[config.mk]
export PLATFORM = sky130hd
export DESIGN_NAME = uaz8_data_bus_arbiter
export DESIGN_NICKNAME = d
export VERILOG_FILES = /design/src/rtl/uaz8_data_bus_arbiter.sv
export SDC_FILE = /design/constraint.sdc
export NUM_CORES = 1
export LEC_CHECK = 0
export ABC_AREA = 1
export CAP_MARGIN = 40
export CORE_AREA = 2 2 66 68
export DETAILED_ROUTE_END_ITERATION = 8
export DIE_AREA = 0 0 68 70
export GPL_ROUTABILITY_DRIVEN = 0
export PLACE_DENSITY = 0.75
export SLEW_MARGIN = 0
export SYNTH_ARGS = -nofsm -noshare
export SYNTH_HDL_FRONTEND = slang
export SYNTH_SLANG_ARGS = --single-unit
[constraint.sdc]
create_clock -name Clk -period 5 [get_ports Clk]
set_clock_uncertainty 0.2 [all_clocks]
set_input_delay 1 -clock Clk [delete_from_list [all_inputs] [get_ports Clk]]
set_output_delay 1 -clock Clk [all_outputs]
set_load 0.05 [all_outputs]
[src/rtl/uaz8_data_bus_arbiter.sv]
// Two-requester (core / loader) round-robin arbiter for the microUAZ8 data bus.
// Latency: grant one cycle after a request is first seen in IDLE; seamless handoff; read data registered +1 cycle.
// Backpressure: core is stalled (core_stall) and loader is un-acked while the other side owns the bus.
// Optional feature: define UAZ8_ARB_STALL_CNT_EN to build the saturating core stall-cycle counter.
module uaz8_data_bus_arbiter #(
  parameter int AW        = 8,
  parameter int DW        = 8,
  parameter int MAX_BURST = 4
) (
  input  logic          Clk,
  input  logic          Rst,
  // core side
  input  logic          core_req,
  input  logic          core_we,
  input  logic [AW-1:0] core_addr,
  input  logic [DW-1:0] core_wdata,
  output logic [DW-1:0] core_rdata,
  output logic          core_stall,
  // loader / debug side
  input  logic          ld_req,
  input  logic          ld_we,
  input  logic [AW-1:0] ld_addr,
  input  logic [DW-1:0] ld_wdata,
  output logic          ld_ack,
  output logic [DW-1:0] ld_rdata,
  // data memory side
  output logic [AW-1:0] mem_addr,
  output logic [DW-1:0] mem_wdata,
  output logic          mem_le,
  input  logic [DW-1:0] mem_rdata,
  // diagnostics
  output logic [7:0]    stall_cnt
);

  // Burst limit as a 4-bit quantity (legal range 1..15).
  localparam logic [3:0] MB     = MAX_BURST[3:0];
  localparam logic [4:0] MB_EXT = {1'b0, MB};

  typedef enum logic [1:0] {
    ST_IDLE = 2'd0,
    ST_CORE = 2'd1,
    ST_LDR  = 2'd2
  } state_t;

  state_t          state_q, state_d;
  logic [3:0]      bcnt_q, bcnt_d;
  // Owner most recently left: 0 = core, 1 = loader.
  logic            last_q, last_d;
  logic [DW-1:0]   core_rdata_q;
  logic [DW-1:0]   ld_rdata_q;

  logic            core_acc;
  logic            ld_acc;
  logic            burst_done;
  logic [3:0]      bcnt_inc;

  // An access only happens when the owner is actually requesting and we are out of reset.
  assign core_acc = (state_q == ST_CORE) & core_req & Rst;
  assign ld_acc   = (state_q == ST_LDR)  & ld_req   & Rst;

  // The access in flight this cycle is the MAX_BURST-th (or later) of this tenure.
  assign burst_done = (({1'b0, bcnt_q} + 5'd1) >= MB_EXT);
  assign bcnt_inc   = (bcnt_q >= MB) ? MB : (bcnt_q + 4'd1);

  // Next owner, burst count and last-owner bookkeeping.
  always_comb begin
    state_d = state_q;
    bcnt_d  = bcnt_q;
    last_d  = last_q;
    case (state_q)
      ST_IDLE: begin
        if (core_req && ld_req) begin
          // Tie goes to the side that did not own the bus last.
          state_d = last_q ? ST_CORE : ST_LDR;
        end else if (core_req) begin
          state_d = ST_CORE;
        end else if (ld_req) begin
          state_d = ST_LDR;
        end
      end
      ST_CORE: begin
        if (!core_req) begin
          state_d = ld_req ? ST_LDR : ST_IDLE;
        end else begin
          bcnt_d = bcnt_inc;
          if (burst_done && ld_req) begin
            state_d = ST_LDR;
          end
        end
      end
      ST_LDR: begin
        if (!ld_req) begin
          state_d = core_req ? ST_CORE : ST_IDLE;
        end else begin
          bcnt_d = bcnt_inc;
          if (burst_done && core_req) begin
            state_d = ST_CORE;
          end
        end
      end
      default: begin
        state_d = ST_IDLE;
      end
    endcase
    // Any ownership change starts a fresh burst and remembers who was left.
    if (state_d != state_q) begin
      bcnt_d = 4'd0;
      if (state_q == ST_CORE) begin
        last_d = 1'b0;
      end else if (state_q == ST_LDR) begin
        last_d = 1'b1;
      end
    end
  end

  // Arbitration state register; core wins the first tie after reset.
  always_ff @(posedge Clk) begin
    if (!Rst) begin
      state_q <= ST_IDLE;
      bcnt_q  <= 4'd0;
      last_q  <= 1'b1;
    end else begin
      state_q <= state_d;
      bcnt_q  <= bcnt_d;
      last_q  <= last_d;
    end
  end

  // Read data is latched on the owner's access cycle and held otherwise.
  always_ff @(posedge Clk) begin
    if (!Rst) begin
      core_rdata_q <= '0;
      ld_rdata_q   <= '0;
    end else begin
      if (core_acc) begin
        core_rdata_q <= mem_rdata;
      end
      if (ld_acc) begin
        ld_rdata_q <= mem_rdata;
      end
    end
  end

  // Memory bus mux: owner's signals, all zero in IDLE and while reset is low.
  always_comb begin
    mem_addr  = '0;
    mem_wdata = '0;
    mem_le    = 1'b0;
    if (Rst) begin
      case (state_q)
        ST_CORE: begin
          mem_addr  = core_addr;
          mem_wdata = core_wdata;
          mem_le    = core_we & core_req;
        end
        ST_LDR: begin
          mem_addr  = ld_addr;
          mem_wdata = ld_wdata;
          mem_le    = ld_we & ld_req;
        end
        default: begin
          mem_addr  = '0;
          mem_wdata = '0;
          mem_le    = 1'b0;
        end
      endcase
    end
  end

  assign ld_ack     = ld_acc;
  // Stall is deliberately not gated by reset: the core must hold during reset too.
  assign core_stall = core_req & (state_q != ST_CORE);
  assign core_rdata = core_rdata_q;
  assign ld_rdata   = ld_rdata_q;

`ifdef UAZ8_ARB_STALL_CNT_EN
  logic [7:0] stall_cnt_q;

  // Saturating count of cycles the core spent stalled since reset.
  always_ff @(posedge Clk) begin
    if (!Rst) begin
      stall_cnt_q <= 8'h00;
    end else if (core_stall && (stall_cnt_q != 8'hFF)) begin
      stall_cnt_q <= stall_cnt_q + 8'h01;
    end
  end

  assign stall_cnt = stall_cnt_q;
`else
  assign stall_cnt = 8'h00;
`endif

endmodule

==> results.toml <==
[timing]
hold_viol_final = 0
timing.slew.headroom_pct = 54.8
rsz0062_at_grt = "no"
slew_viol_final = 0
min_period_ns = 4.35
finalSetupTns_ns = 0
tightest_slew_ns = 0.678
period_share_pct = 87.0
setup_slack_ns = 0.651
setup_violations = 0
max_freq_ghz = 0.230

[drt]
vias = 1599
vias_per_cell = 4.63
first_iter_violations = 78
ant_nets = 0
drt_wl_total_um = 3850
drc = 0
avgRoutedWirePerCell_um = 11.1
drtPass1Iterations = 4

[power]
p_clk_share_pct = 19.0
p_int_w = 0.000355
total_power_w = 0.000599
switching_power_w = 0.000244
p_per_area_mw_per_mm2 = 267
pwr-share-seq_pct = 35.3
combPwrFrac_pct = 45.7
leakagePower_nw = 0.915
ir_worst_vdd_v = 0.000193
switching_share_pct = 40.8

[clock_tree]
clk_pin_slew_worst_paths_ns = 0.08
numCtsBuffers = 3
clock_sinks = 23
post_cts_buffers = 0
clock_path_buffers = 2
hold_buffers = 0
cts-htree-levels = 1
insertion_delay_ns = 0.26
cts_resized = 0
cts_root_buffer = "clkbuf_8"
cts_tree = "done"

[critical_path]
arrival_ns = 3.15
critPathMaxStageDelay_ns = 0.83
crit_slowest_cell = "clkdlybuf4s50_1"
crit_start = "core_req"
path_cells = "clkdlybuf4s50_1 -> nand2_1 -> inv_1 -> nand2_1 -> a21oi_1 -> clkdlybuf4s50_1"
worstSetupPathType = "in2out"
crit_required_ns = 3.80
crit_fanout = 16
cp-start-kind = "input pin"
r2r_start = "state_q[1]$_SDFF_PN0_"
cp-end-kind = "output pin"

[synth]
yosysWarnings = 0
ys_types = 22
netlist.area_leader.share_pct = 33.3
syn-mean-instance-area_um2 = 6.40
syn-cell-area_mm2 = 0.00138
yosys.area.top_type = "dfxtp_1"
synth_area_leaders = "dfxtp_1, nand2_1, a21oi_1, o21ai_0, ha_1"
yosysSeqAreaShare_pct = 33.3
synth_seq_cells = 23
synth_cells = 216

[placed_design]
dp_slack_ns = 0.646
portBuffers = 80
place_area_mm2 = 0.00219
dp_hpwl_um = 2990

[worst_hold_path]
hp-class = "reg2reg"
hold_path.startpoint = "bcnt_q[3]$_SDFFE_PP0P_"

[floorplanning]
core.rowCount = 24
core_area_mm2 = 0.00414
start_util_pct = 33.4
fp.dieH_um = 70
fp.dieW_um = 68
io_pins = 89
dieArea_mm2 = 0.00476

[global_route]
grt-ovfl-total = 0
grt_pass1_wl_um = 6040
antenna_found_initial = 0
grt_max_degree = 21
track_usage_pct = 16.0
grt_pass1_vias = 1403

[outcome]
status = "complete, no violations"

[run]
cap_violations = 0

[finish]
layout-drive-gt1-share_pct = 5.46
final_util_pct = 54.1
antenna_cells = 0
layout.nets = 346
fin_area_mm2 = 0.00224
num-fill-cells = 410
syn_to_final_growth_pct = 62.3
cell families (layout without fill, tap and decap cells):
logic type | count (synthesis) | after routing | synth area share, %
fa+ha+maj | 6 | 6 | 5.43
buf+inv | 38 | 108 | 13.1
simple gates | 90 | 90 | 26.2
other cells | 1 | 8 | 0.271
flops | 23 | 23 | 33.3
compound gates | 58 | 58 | 21.7
path summary, 6_finish.rpt:
check | to | slack [ns] | cells past startpoint
setup / recovery | mem_le | 0.65 | 6
hold reg to reg | bcnt_q[3]$_SDFFE_PP0P_ | 0.25 | 2
hold / removal | bcnt_q[3]$_SDFFE_PP0P_ | 0.25 | 2
setup reg to reg | last_q$_SDFFE_PN1P_ | 2.62 | 13
critical path: cells and delay by family:
kind	cells	cell delay, ns
AOI/OAI and AO/OA	1	0.16
buffers and inverters	3	1.75
and+or+nand+nor	2	0.23
cell type report:
type | instances | area (µm²) | share of cell area [%]
Timing Repair Buffer | 83 | 823 | 36.7
Clock buffer | 3 | 41.3 | 1.84
Multi-Input combinational cell | 162 | 767 | 34.2
Tap cell | 52 | 65.1 | 2.90
Clock inverter | 1 | 7.51 | 0.335
Sequential cell | 23 | 460 | 20.5
Inverter | 21 | 78.8 | 3.51
metal layers:
| layer | global-route usage (%) | up-vias | wire length [µm] |
|---|---|---|---|
| li1 | - | 829 | - |
| met1 | 17.5 | 697 | 1530 |
| met2 | 27.2 | 73 | 1760 |
| met3 | 7.57 | 0 | 553 |
| met4 | 4.22 | 0 | 0 |
| met5 | 0 | - | 0 |
placed cells by master, fill, tap and decap left out, drive strengths merged:
cell / synthesis / layout
nand2: 60 / 60
dfxtp: 23 / 23
buf: 14 / 3
clkbuf: 3 / 3
o21ai: 19 / 19
ha: 6 / 6
nor2: 21 / 21
a31o: 1 / 1
conb: 1 / 8
clkdlybuf4s50: 0 / 80
nor3: 2 / 2
a21oi: 37 / 37
nand3: 7 / 7
a22oi: 1 / 1
clkinvlp: 0 / 1
inv: 21 / 21
state kept, by name, indices dropped and copies added, names as in the netlist:
name / cells
bcnt_q: 4
ld_rdata: 8
state_q: 2
core_rdata: 8
last_q: 1
cell usage after synthesis:
cell type	n
nand2_1	58
a21oi_1	36
dfxtp_1	23
nor2_1	20
inv_1	18
o21ai_0	17
buf_4	9
ha_1	6
nand3_1	6
buf_2	4
clkbuf_1	3
inv_2	3
nand2_2	2
nor3_1	2
o21ai_1	2
a21oi_2	1
a22oi_1	1
a31o_2	1
buf_1	1
conb_1	1
nand3_2	1
nor2_2	1
stage by stage:
stage	hold WS (ns)	cells
floorplan	0.225	223
global placement	0.234	341
detailed placement	0.240	341
CTS	0.252	345
global route	0.275	345
finish	0.247	345
power by group through the flow:
stage          combinational, W  clock (W)  sequential [W]
5_1_grt                0.000297   0.000129        0.000214
4_1_cts                0.000276   0.000120        0.000212
3_5_place_dp           0.000275          0        0.000216
6_report               0.000274   0.000114        0.000212
3_3_place_gp           0.000272          0        0.000216
2_1_floorplan          0.000146          0        0.000252
(Power assumes the default switching activity.)
==> patch (same flow settings) <==
`DW`: 8 -> 10.
--- a/src/rtl/uaz8_data_bus_arbiter.sv
+++ b/src/rtl/uaz8_data_bus_arbiter.sv
@@ -4,7 +4,7 @@
 // Optional feature: define UAZ8_ARB_STALL_CNT_EN to build the saturating core stall-cycle counter.
 module uaz8_data_bus_arbiter #(
   parameter int AW        = 8,
-  parameter int DW        = 8,
+  parameter int DW        = 10,
   parameter int MAX_BURST = 4
 ) (
   input  logic          Clk,
Ports: changed (6 resized); port bits go from 89 to 101. No check against the original RTL was run, so the function may have changed too.
==> patch against the unedited design <==
Highest routed layer is now met4. Wire length grew 13%. Sequential cell count grew 4. Cell area grew 12%. Register-to-register slack lost 0.23 ns. First-iteration DRC count grew 32%. Non-clock buffer count grew 10. Total power grew 14%. Sequential power grew 17%. Worst setup slack gained 0.16 ns. Area after synthesis grew 12%.
==> patch: results (changes against the unedited design) <==
| Metric | Value |
|---|---|
| Outcome | `finished, final reports clean` |
| Pin count of the biggest net entering global routing | `23 (+9.5%)` |
| CP max stage delay | `0.86 ns (+0.03 ns)` |
| Met2 Wirelength | `1980 um (+12%)` |
| Final wirelength | `4360 um (+13%)` |
| Avg Inst Size Synth | `6.59 sq um (+2.9%)` |
| Met3 Wirelength | `414 um (-25%)` |
| Crit path DAT | `2.99 ns (-0.16 ns)` |
| Routed length per placed instance | `11.6 um (+4.5%)` |
| Synth top area cells | `dfxtp_1, nand2_1, a21oi_1` |
| Input/output buffers | `92 (+15%)` |
| Post-DP HPWL | `3270 um (+9.1%)` |
| GR Util All Layers | `18.9% (+2.9 points)` |
| Post-Synth Adder-Cell Area | `4.85% (-0.58 points)` |
| Slew @ Worst Pin | `0.739 ns (+0.0618 ns)` |
| Ratio of cells with drive above 1 in the final layout | `6.83% (+1.4 points)` |
| Initial DRC count | `103 (+32%)` |
| Crit-path max FO | `19 (+3)` |
| Reg-to-reg slack, setup | `2.39 ns (-0.23 ns)` |
| First-pass GRT wire length | `7180 um (+19%)` |
| Compound-Gate Fraction of Synth Area | `23.2% (+1.5 points)` |
| Routed vias | `1,744 (+9.1%)` |
| Final #Nets | `381 (+10%)` |
| Power per Cell Area | `271 mW/mm^2 (+1.3%)` |
| Met1 Resource Use GR | `24.3% (+6.8 points)` |
| Post-Place Worst Slack | `0.792 ns (+0.146 ns)` |
| Highest metal used | `met4` |
| Fillers | `376 (-8.3%)` |
| Top cells by count, synth | `nand2_1, a21oi_1, dfxtp_1, o21ai_0, nor2_1` |
| Worst Setup SP | `Rst` |
| Sequential area share after synthesis | `34.9% (+1.6 points)` |
| Met3 Use GR | `5.31% (-2.3 points)` |
| Cells after DPL | `370 (+8.5%)` |
| Maximum VDD drop | `196 uV (+1.4%)` |
[patch: area by class of cell]
class	count	share of cell area [%]
clock buffer	3	1.64
multi-input combinational	177	34.1
inverter	21	3.13
clock inverter	1	0.298
timing repair buffer	93	36.8
sequential	27	21.5
tap	52	2.59
[patch: tightest hold or removal path: stages (launching register included)]
cell and delay [ns]:
dfxtp_1 0.32, nand2_1 0.07, nor2_2 0.04
[patch: worst max-delay path by stage]
stage,to,slack [ns],depth (start not counted)
2_1_floorplan,mem_le,1.56,5
3_3_place_gp,mem_addr[0],0.81,4
3_5_place_dp,mem_addr[0],0.79,4
4_1_cts,mem_addr[0],0.78,4
5_1_grt,mem_wdata[4],0.69,4
6_report,mem_addr[0],0.81,4
[patch: where the power goes]
group	total (uW)	switching, uW	leakage (uW)	internal [uW]
combinational	309	198	0.000758	111
clock	123	66.7	0.0000217	56.5
sequential	248	13.6	0.000220	235
